$ cat config.mk
export PLATFORM = sky130hd
export DESIGN_NAME = tanh4_share_ctrl
export DESIGN_NICKNAME = d
export VERILOG_FILES = /design/src/rtl/tanh4_share_ctrl.sv
export SDC_FILE = /design/constraint.sdc
export NUM_CORES = 1
export LEC_CHECK = 0
export CAP_MARGIN = 20
export CORE_MARGIN = 2
export CORE_UTILIZATION = 49
export DETAILED_ROUTE_END_ITERATION = 10
export HOLD_SLACK_MARGIN = 0.03
export PLACE_DENSITY = 0.91
export SLEW_MARGIN = 30
export SYNTH_ARGS = -nofsm -noshare
export SYNTH_HDL_FRONTEND = slang
export SYNTH_SLANG_ARGS = --single-unit
$ cat constraint.sdc
create_clock -name clk -period 4.2 [get_ports clk]
set_clock_uncertainty 0.15 [all_clocks]
set_input_delay 0.84 -clock clk [delete_from_list [all_inputs] [get_ports clk]]
set_output_delay 0.84 -clock clk [all_outputs]
set_load 0.01 [all_outputs]
$ cat src/rtl/tanh4_share_ctrl.sv
// Round-robin controller time-sharing a single 4-bit approximate tanh core among NREQ requesters.
// One operand is granted, evaluated on the next cycle and presented on a backpressured output.
module tanh4_share_ctrl #(
    parameter int unsigned NREQ = 4,
    parameter int unsigned IDW  = 2
) (
    input  logic              clk,
    input  logic              rst,
    input  logic [NREQ-1:0]   req_valid,
    input  logic [4*NREQ-1:0] req_data,
    output logic [NREQ-1:0]   req_ready,
    output logic              out_valid,
    output logic [3:0]        out_data,
    output logic [IDW-1:0]    out_id,
    input  logic              out_ready,
    output logic              busy,
    output logic [15:0]       done_cnt
);

    typedef enum logic [1:0] {StIdle, StBusy, StOut} state_e;

    state_e         state_q, state_d;
    logic [IDW-1:0] ptr_q, ptr_d;
    logic [IDW-1:0] id_q, id_d;
    logic [3:0]     opnd_q, opnd_d;
    logic [3:0]     res_q, res_d;
    logic           out_valid_q, out_valid_d;
    logic [15:0]    cnt_q, cnt_d;

    logic              grant_en, grant_any, do_grant;
    logic [IDW-1:0]    grant_idx;
    logic [IDW:0]      cand;
    logic [2*NREQ-1:0] valid_rot;
    logic [3:0]        opnd_sel;
    logic [3:0]        core_y;

    // Rotate so bit 0 is the requester at ptr; the lowest set bit wins.
    always_comb begin
        valid_rot = {req_valid, req_valid} >> ptr_q;
        grant_any = 1'b0;
        grant_idx = '0;
        cand      = '0;
        for (int k = 0; k < NREQ; k++) begin
            if (valid_rot[k] && !grant_any) begin
                grant_any = 1'b1;
                cand      = {1'b0, ptr_q} + (IDW+1)'(k);
                if (cand >= (IDW+1)'(NREQ)) begin
                    cand = cand - (IDW+1)'(NREQ);
                end
                grant_idx = cand[IDW-1:0];
            end
        end
    end

    always_comb begin
        opnd_sel = '0;
        for (int i = 0; i < NREQ; i++) begin
            if (grant_idx == IDW'(i)) begin
                opnd_sel = req_data[4*i +: 4];
            end
        end
    end

    assign grant_en  = !rst && ((state_q == StIdle) || (state_q == StOut && out_ready));
    assign do_grant  = grant_en && grant_any;
    assign req_ready = do_grant ? (NREQ'(1) << grant_idx) : '0;

    // The one shared tanh core, fed only from the operand register.
    assign core_y = {opnd_q[1],
                     opnd_q[1] | (opnd_q[3] & opnd_q[2] & ~opnd_q[0]),
                     opnd_q[0],
                     opnd_q[0]};

    always_comb begin
        state_d     = state_q;
        ptr_d       = ptr_q;
        id_d        = id_q;
        opnd_d      = opnd_q;
        res_d       = res_q;
        out_valid_d = out_valid_q;
        cnt_d       = cnt_q;

        case (state_q)
            StIdle: begin
                if (grant_any) begin
                    state_d = StBusy;
                end
            end
            StBusy: begin
                res_d       = core_y;
                out_valid_d = 1'b1;
                state_d     = StOut;
            end
            StOut: begin
                if (out_ready) begin
                    cnt_d       = cnt_q + 16'd1;
                    out_valid_d = 1'b0;
                    state_d     = grant_any ? StBusy : StIdle;
                end
            end
            default: begin
                state_d = StIdle;
            end
        endcase

        if (do_grant) begin
            opnd_d = opnd_sel;
            id_d   = grant_idx;
            ptr_d  = (grant_idx == IDW'(NREQ - 1)) ? '0 : grant_idx + IDW'(1);
        end
    end

    always_ff @(posedge clk or posedge rst) begin
        if (rst) begin
            state_q     <= StIdle;
            ptr_q       <= '0;
            id_q        <= '0;
            opnd_q      <= '0;
            res_q       <= '0;
            out_valid_q <= 1'b0;
            cnt_q       <= '0;
        end else begin
            state_q     <= state_d;
            ptr_q       <= ptr_d;
            id_q        <= id_d;
            opnd_q      <= opnd_d;
            res_q       <= res_d;
            out_valid_q <= out_valid_d;
            cnt_q       <= cnt_d;
        end
    end

    assign out_valid = out_valid_q;
    assign out_data  = res_q;
    assign out_id    = id_q;
    assign busy      = (state_q != StIdle);
    assign done_cnt  = cnt_q;

endmodule

# Word level (Yosys, flattened, before mapping)
# Index checks and enable logic that the tools add are counted.
[op_classes]
n_reduce_logical = 18
n_eq_ne = 7
add_sub_neg = 9
bitwise = 4
shift = 2
mux = 24
order_cmp = 4
[op_table]
columns = ["op", "n"]
rows = [
  ["$mux 2", 11],
  ["$mux 4", 5],
  ["$add 16x1->16 const B", 1],
  ["$ge 3x3->1 const B", 3],
  ["$shr 8x2->4", 1],
  ["$sub 2x1->2 const B", 4],
  ["$add 2x2->3 const B", 2],
  ["$eq 2x2->1 const B", 3],
  ["$logic_and 1x1->1", 6],
  ["$mux 1", 6],
  ["$pmux 2 s3", 1],
  ["$reduce_and 2->1", 3],
  ["$eq 2x1->1 const B", 2],
  ["$logic_not 1->1", 4],
  ["$logic_not 2->1", 2],
  ["$ne 2x2->1 const B", 2],
  ["$reduce_bool 2->1", 2],
  ["$shl 1x2->4 const A", 1],
  ["$add 2x1->3 const B", 1],
  ["$ge 2x3->1 const B", 1],
  ["$add 2x1->2 const B", 1],
  ["$and 1x1->1", 2],
  ["$pmux 1 s2", 1],
  ["$logic_or 1x1->1", 1],
  ["other kinds (2)", 2],
]
[totals]
out_inout_bits = 28
reg_bits = 31

# Longest topological paths before layout
# Gate-level depths: netlist of run 1.
[depth]
word_depth = 16
mapped_depth = 10

# Worst setup path after synthesis of run 1
# No wires, ideal clock.
[synth_timing]
path_kind = "in2out"
startpoint = "in req_valid[0]"
endpoint = "out req_ready[3]"
stages = 5
arrival_time_ps = 2067
path_buffers = 1
slack_ps = 1143
path_cell_list = "or4_1 -> and3_1 -> ha_1 -> buf_1 -> and2_1"
[synth_via]
elab_chain_cells = 13
[synth_rtl]
columns = ["item", "line_no", "source"]
rows = [
  ["start, declared", "9", "input logic [NREQ-1:0] req_valid,"],
  ["$shr 8x2->4 *", "39", "valid_rot = {req_valid, req_valid} >> ptr_q;"],
  ["$mux 1", "44", "if (valid_rot[k] && !grant_any) begin"],
  ["$logic_not 1->1", "44", ""],
  ["$logic_and 1x1->1", "44", ""],
  ["$mux 1", "44", ""],
  ["$logic_not 1->1", "44", ""],
  ["$logic_and 1x1->1", "44", ""],
  ["$mux 1", "44", ""],
  ["$logic_not 1->1", "44", ""],
  ["$logic_and 1x1->1", "44", ""],
  ["$mux 2 *", "44", ""],
  ["net grant_idx[0]", "31", "logic [IDW-1:0] grant_idx;"],
  ["$shl 1x2->4 *", "66", "assign req_ready = do_grant ? (NREQ'(1) << grant_idx) : '0;"],
  ["$mux 4 *", "66", ""],
  ["end, declared", "11", "output logic [NREQ-1:0] req_ready,"],
]
# The timed path passes the listed nets; every way through them passes the cells marked *.

# Worst setup path in the final report of run 1
[layout_timing]
startpoint = "in req_valid[3]"
endpoint = "out req_ready[1]"
# Same word-level chain as after synthesis.

==> flow_metrics.py, run 1 <==
metrics = {
    "floorplanning": {
        "die_x_um": 60.6,
        "rows": 20,
        "start_util": 0.514,
        "io_pins": 51,
        "die_area_mm2": 0.00367,
        "core_area_mm2": 0.00305,
        "chipHeight_um": 60.6,
    },
    "drt": {
        "post_drt_wl_per_cell_um": 13.1,
        "vias_per_cell": 5.23,
        "drtIter0Drc": 49,
        "vias": 1317,
        "ant_nets": 0,
        "drc": 0,
        "wirelength_um": 3300,
        "drtPass1Iterations": 4,
    },
    "power": {
        "power.density_mw_per_mm2": 535,
        "p_leak_nw": 0.940,
        "clkPwrFrac": 0.156,
        "combPwrFrac": 0.451,
        "ir_drop_mv": 0.324,
        "power.internal_uw": 743,
        "power.switching_uw": 423,
        "power_frac_seq": 0.392,
        "swShare": 0.363,
        "fin_total_pwr_mw": 1.17,
    },
    "timing": {
        "setup-violations-final": 0,
        "slew_headroom": 0.595,
        "max_freq_mhz": 248,
        "fin_crit_ps": 4040,
        "final_hold_viol_count": 0,
        "final.setup.tns_ps": 0,
        "grt_setup_unrepaired": "no",
        "timing.final.max_slew_violations": 0,
        "tightestPinTransition_ps": 606,
        "period_share": 0.961,
    },
    "clock_network": {
        "cts_num_sinks": 30,
        "htreeDepth": 2,
        "numCtsBuffers": 5,
        "postCtsSetupRepairBufs": 0,
        "ctsResizeCount": 0,
        "clkTransAtPathRegs_ps": 100,
        "clockBufferDepth": 2,
        "cts_tree": "yes",
        "hold_buffers": 0,
        "insertion_delay_ps": 330,
        "cts-root-buf": "clkbuf_4",
    },
    "layout": {
        "area_growth_pct": 39.0,
        "stdcell_count": 252,
        "diodes": 0,
        "final_layout_size_suffix_gt1_frac": 0.111,
        "layout_commonest_cell": "clkdlybuf4s50_1",
        "n_fill_cell": 246,
        "nets": 235,
        "layout_common_cells": "50 x clkdlybuf4s50_1, 30 x dfrtp_1, 12 x nand2_1, 12 x xnor2_1, 12 x inv_1",
    },
    "logic_synthesis": {
        "syn_area_mm2": 0.00157,
        "syn_nets": 180,
        "yosysUniqueCellTypes": 40,
        "syn_area_per_cell_um2": 10.3,
        "synth_seq_area_share": 0.478,
        "synth_ff_type": "dfrtp_1",
        "ys_ff_latch": 30,
        "ys_warn_count": 0,
        "synth_cells": 152,
        "synthArstFlopShare": 1.00,
        "synth_edf_count": 0,
    },
    "setup_path": {
        "r2r.worst_path.cells": 8,
        "worstReg2RegStart": "ptr_q[1]$_DFFE_PP0N_",
        "r2r_end": "opnd_q[1]$_DFFE_PP0N_",
        "critical_path_required_ps": 3210,
        "crit_path_start_kind": "input pin",
        "crit_path_max_fanout": 7,
        "r2r_slack_ps": 1860,
        "end_kind": "primary output",
        "crit_type": "in -> out",
        "crit_arrival_ps": 3050,
    },
    "grt": {
        "grt_usage": 0.209,
        "grt_pass1_vias": 1289,
        "grt_pass1_wl_um": 5510,
        "grt_max_degree": 31,
        "antenna_found_initial": 0,
        "overflow": 0,
    },
    "worst_hold_path": {
        "hp-start": "done_cnt[15]$_DFFE_PP0P_",
        "hold_path_end": "done_cnt[15]$_DFFE_PP0P_",
        "hold_depth": 1,
        "hold_path.class": "reg -> reg",
    },
    "place": {
        "dp_cells": 244,
        "gp_congestion": 0.777,
        "place_hpwl_um": 2600,
        "portBuffers": 50,
    },
    "status": {
        "status": "finished clean",
    },
    "flow_run": {
        "maxCapViolCount": 0,
    },
}
## per-stage QoR
| stage | hold slack [ps] | worst slack [ps] | util | cell area, um^2 |
|---|---|---|---|---|
| after global placement | 312 | 255 | 0.693 | 2120 |
| after detailed placement | 328 | 181 | 0.693 | 2120 |
| after CTS | 346 | 161 | 0.714 | 2180 |
| after floorplan | 346 | 1140 | - | 1570 |
| final | 335 | 162 | 0.714 | 2180 |
| after global routing | 355 | 53.5 | 0.714 | 2180 |
## layout make-up
type	instances	area (um^2)	area share
multi-input combinational	104	739	0.339
sequential	30	751	0.344
timing repair buffer	53	523	0.240
clock buffer	6	51.3	0.0235
clock inverter	2	12.5	0.00574
inverter	13	48.8	0.0224
tap	44	55.1	0.0252
## registers in the layout, indices dropped and copies added, names as in the netlist
name	count
done_cnt	16
opnd_q	4
out_data	3
out_id	2
ptr_q	2
state_q	2
out_valid	1
## worst max path at each step
stage,startpoint,to,slack (ps),depth (start not counted)
2_1_floorplan,req_valid[0],req_ready[3],1140,5
3_3_place_gp,req_valid[0],req_ready[1],260,6
3_5_place_dp,req_valid[3],req_ready[1],180,8
4_1_cts,req_valid[3],req_ready[1],160,8
5_1_grt,req_valid[3],req_ready[1],50,8
6_report,req_valid[3],req_ready[1],160,8
## cells in the mapped netlist, types with 2 or more instances
| master | count | area share |
|---|---|---|
| xnor2_1 | 12 | 0.067 |
| a21oi_1 | 6 | 0.019 |
| nand2_1 | 12 | 0.029 |
| a221oi_1 | 2 | 0.011 |
| a211o_1 | 2 | 0.011 |
| xor2_1 | 3 | 0.017 |
| and2_1 | 6 | 0.024 |
| nor2_2 | 4 | 0.016 |
| ha_1 | 5 | 0.040 |
| nand3_1 | 7 | 0.022 |
| mux2i_1 | 2 | 0.013 |
| and3_1 | 2 | 0.0080 |
| nor2b_1 | 3 | 0.012 |
| clkbuf_1 | 2 | 0.0048 |
| nor2_1 | 3 | 0.0072 |
| a21oi_2 | 2 | 0.011 |
| o21ai_0 | 5 | 0.016 |
| inv_1 | 13 | 0.031 |
| mux2_2 | 2 | 0.014 |
| a31oi_1 | 4 | 0.016 |
| and4_1 | 3 | 0.017 |
| dfrtp_1 | 30 | 0.48 |
| nand4_1 | 3 | 0.012 |
| a22oi_1 | 3 | 0.014 |
## power by group through the flow
stage	Sequential (mW)	Clock [mW]	Combinational (mW)
CTS	0.458	0.190	0.533
global route	0.472	0.201	0.583
global placement	0.457	0	0.510
finish	0.458	0.182	0.526
detailed placement	0.463	0	0.531
floorplan	0.470	0	0.300
## worst max-delay path, cell delays in order
cell	delay [ps]
clkdlybuf4s50_1	510
inv_1	90
a22oi_1	180
o22a_1	230
and3_1	210
ha_1	280
and2_1	170
clkdlybuf4s50_1	540
## per-layer routing
metal	up-vias	global-route usage	routed length, um
met3	5	0.0959	257
met2	59	0.343	1660
met5	-	0	0
li1	638	-	-
met4	0	0.0963	52
met1	615	0.234	1330
## kinds of logic (layout without fill, tap and decap cells)
kind of cell | after synthesis | after routing | synth area share
compound gates | 29 | 29 | 0.125
simple gates | 51 | 51 | 0.195
fa+ha+maj | 5 | 5 | 0.0399
flops | 30 | 30 | 0.478
xor+xnor | 15 | 15 | 0.0837
mux | 4 | 4 | 0.0271
buf+inv | 18 | 74 | 0.0502
(Power assumes the default switching activity.)
==> inputs of run 2 (changes only) <==
CELL_PAD_IN_SITES_DETAIL_PLACEMENT = 1   (was not set)
CELL_PAD_IN_SITES_GLOBAL_PLACEMENT = 2   (was not set)
CORE_UTILIZATION = 30   (was 49)
PLACE_DENSITY = 0.92   (was 0.91)
==> run 2 against run 1 <==
Worst hold slack got worse by 7.3 ps. Critical path depth decreased by 2. First-iteration DRC count unchanged. Final area is 3.1% higher. Sequential share of layout area is 1.0 points lower. Final cell count rose by 11%. Highest routed layer unchanged. Global-route usage is 7.4 points lower. Core utilization decreased by 27 points. Via count down 2.4%. Sequential cell count unchanged. Combinational power about the same. Largest cell class unchanged. Routed wire length up 9.5%.
==> flow_metrics.py, run 2 (synthesis results as in run 1) <==
metrics = {
    "drt": {
        "ant_nets": 0,
        "drtPass1Iterations": 4,
        "drtIter0Drc": 49,
        "vias": 1286,
        "vias_per_cell": 4.61,
        "wirelength_um": 3610,
        "post_drt_wl_per_cell_um": 12.9,
        "drc": 0,
    },
    "clock_network": {
        "htreeDepth": 2,
        "cts-root-buf": "clkbuf_8",
        "hold_buffers": 0,
        "postCtsSetupRepairBufs": 0,
        "clockBufferDepth": 2,
        "cts_tree": "yes",
        "ctsResizeCount": 0,
        "clkTransAtPathRegs_ps": 60,
        "insertion_delay_ps": 280,
        "cts_num_sinks": 30,
        "numCtsBuffers": 5,
    },
    "floorplanning": {
        "rows": 26,
        "chipHeight_um": 76.3,
        "die_area_mm2": 0.00582,
        "io_pins": 51,
        "die_x_um": 76.3,
        "core_area_mm2": 0.00507,
        "start_util": 0.309,
    },
    "layout": {
        "stdcell_count": 279,
        "layout_commonest_cell": "clkdlybuf4s50_1",
        "final_layout_size_suffix_gt1_frac": 0.105,
        "diodes": 0,
        "nets": 236,
        "layout_common_cells": "50 x clkdlybuf4s50_1, 30 x dfrtp_1, 13 x inv_1",
        "area_growth_pct": 43.3,
        "largest_reg_flops": 16,
        "finalInstanceArea_mm2": 0.00225,
    },
    "power": {
        "p_leak_nw": 0.960,
        "ir_drop_mv": 0.214,
        "power.switching_uw": 425,
        "combPwrFrac": 0.429,
        "swShare": 0.349,
        "clkPwrFrac": 0.196,
        "power_frac_seq": 0.376,
        "power.density_mw_per_mm2": 543,
        "power.internal_uw": 795,
    },
    "timing": {
        "final.setup.tns_ps": 0,
        "final_hold_viol_count": 0,
        "tightestPinTransition_ps": 440,
        "timing.final.max_slew_violations": 0,
        "max_freq_mhz": 248,
        "period_share": 0.962,
        "fin_crit_ps": 4040,
        "grt_setup_unrepaired": "no",
        "setup_ws_ps": 160,
        "setup-violations-final": 0,
        "slew_headroom": 0.706,
    },
    "status": {
        "status": "finished clean",
    },
    "place": {
        "dp_cells": 271,
        "place_hpwl_um": 2840,
        "placed_cell_area_mm2": 0.00216,
        "detailedPlace.worstSlack_ps": 176,
        "portBuffers": 50,
        "gp_congestion": 0.765,
    },
    "grt": {
        "grt_max_degree": 20,
        "grt_pass1_vias": 1349,
        "overflow": 0,
        "antenna_found_initial": 0,
        "grt_pass1_wl_um": 6370,
        "grt_usage": 0.136,
    },
    "setup_path": {
        "crit_path_start_kind": "input pin",
        "crit_type": "in -> out",
        "critical_path_required_ps": 3210,
        "crit_arrival_ps": 3050,
        "end_kind": "primary output",
        "crit_path_max_fanout": 7,
    },
    "worst_hold_path": {
        "hold_path.class": "reg -> reg",
    },
    "flow_run": {
        "maxCapViolCount": 0,
    },
}
## run 2: cell types whose count changed in the layout (fill, tap and decap cells not counted), sizes merged
cell,previous run,this run
buf,3,4
clkinvlp,1,0
clkbuf,6,7
## run 2: layout make-up
class / instances / area, um^2
repair buffers: 54 / 531
inverters: 13 / 48.8
well taps: 70 / 87.6
fillers: 587 / 2830
flip-flops and latches: 30 / 751
multi-input cells: 104 / 739
clock buffers: 7 / 86.3
clock inverters: 1 / 5.00
## run 2: per-layer routing
| metal | vias up | GRT usage | share of wire |
|---|---|---|---|
| met1 | 600 | 0.155 | 0.43 |
| li1 | 639 | - | - |
| met2 | 42 | 0.235 | 0.49 |
| met5 | - | 0 | 0 |
| met4 | 0 | 0.0545 | 0.013 |
| met3 | 5 | 0.0438 | 0.059 |
## run 2: critical path, cell delays in order
cell	delay, ps
clkdlybuf4s50_1	510
or4_1	590
and3_1	190
ha_1	280
and2_1	170
clkdlybuf4s50_1	470
## run 2: through the flow
stage               power (mW)  hold slack [ps]   util
floorplan                0.770              346      -
global placement         0.986              310  0.425
detailed placement       0.998              322  0.425
CTS                       1.24              332  0.443
global route              1.32              361  0.443
finish                    1.22              328  0.443
## run 2: power groups by stage
| stage | Clock [mW] | Combinational, mW | Sequential, mW |
|---|---|---|---|
| detailed placement | 0 | 0.533 | 0.465 |
| global route | 0.260 | 0.588 | 0.475 |
| floorplan | 0 | 0.300 | 0.470 |
| global placement | 0 | 0.522 | 0.463 |
| finish | 0.239 | 0.523 | 0.459 |
| CTS | 0.247 | 0.535 | 0.462 |
## run 2: worst paths after layout
| kind | from | end | slack [ps] | cells past startpoint |
|---|---|---|---|---|
| setup / recovery | req_valid[0] | req_ready[1] | 160 | 6 |
| max in group asynchronous | rst | done_cnt[9]$_DFFE_PP0P_ | 2470 | 3 |
| setup reg to reg | ptr_q[1]$_DFFE_PP0N_ | opnd_q[1]$_DFFE_PP0N_ | 1890 | 9 |
| min in group asynchronous | rst | out_id[0]$_DFFE_PP0N_ | 820 | 2 |
| hold reg to reg | done_cnt[15]$_DFFE_PP0P_ | done_cnt[15]$_DFFE_PP0P_ | 330 | 1 |
| hold / removal | done_cnt[15]$_DFFE_PP0P_ | done_cnt[15]$_DFFE_PP0P_ | 330 | 1 |
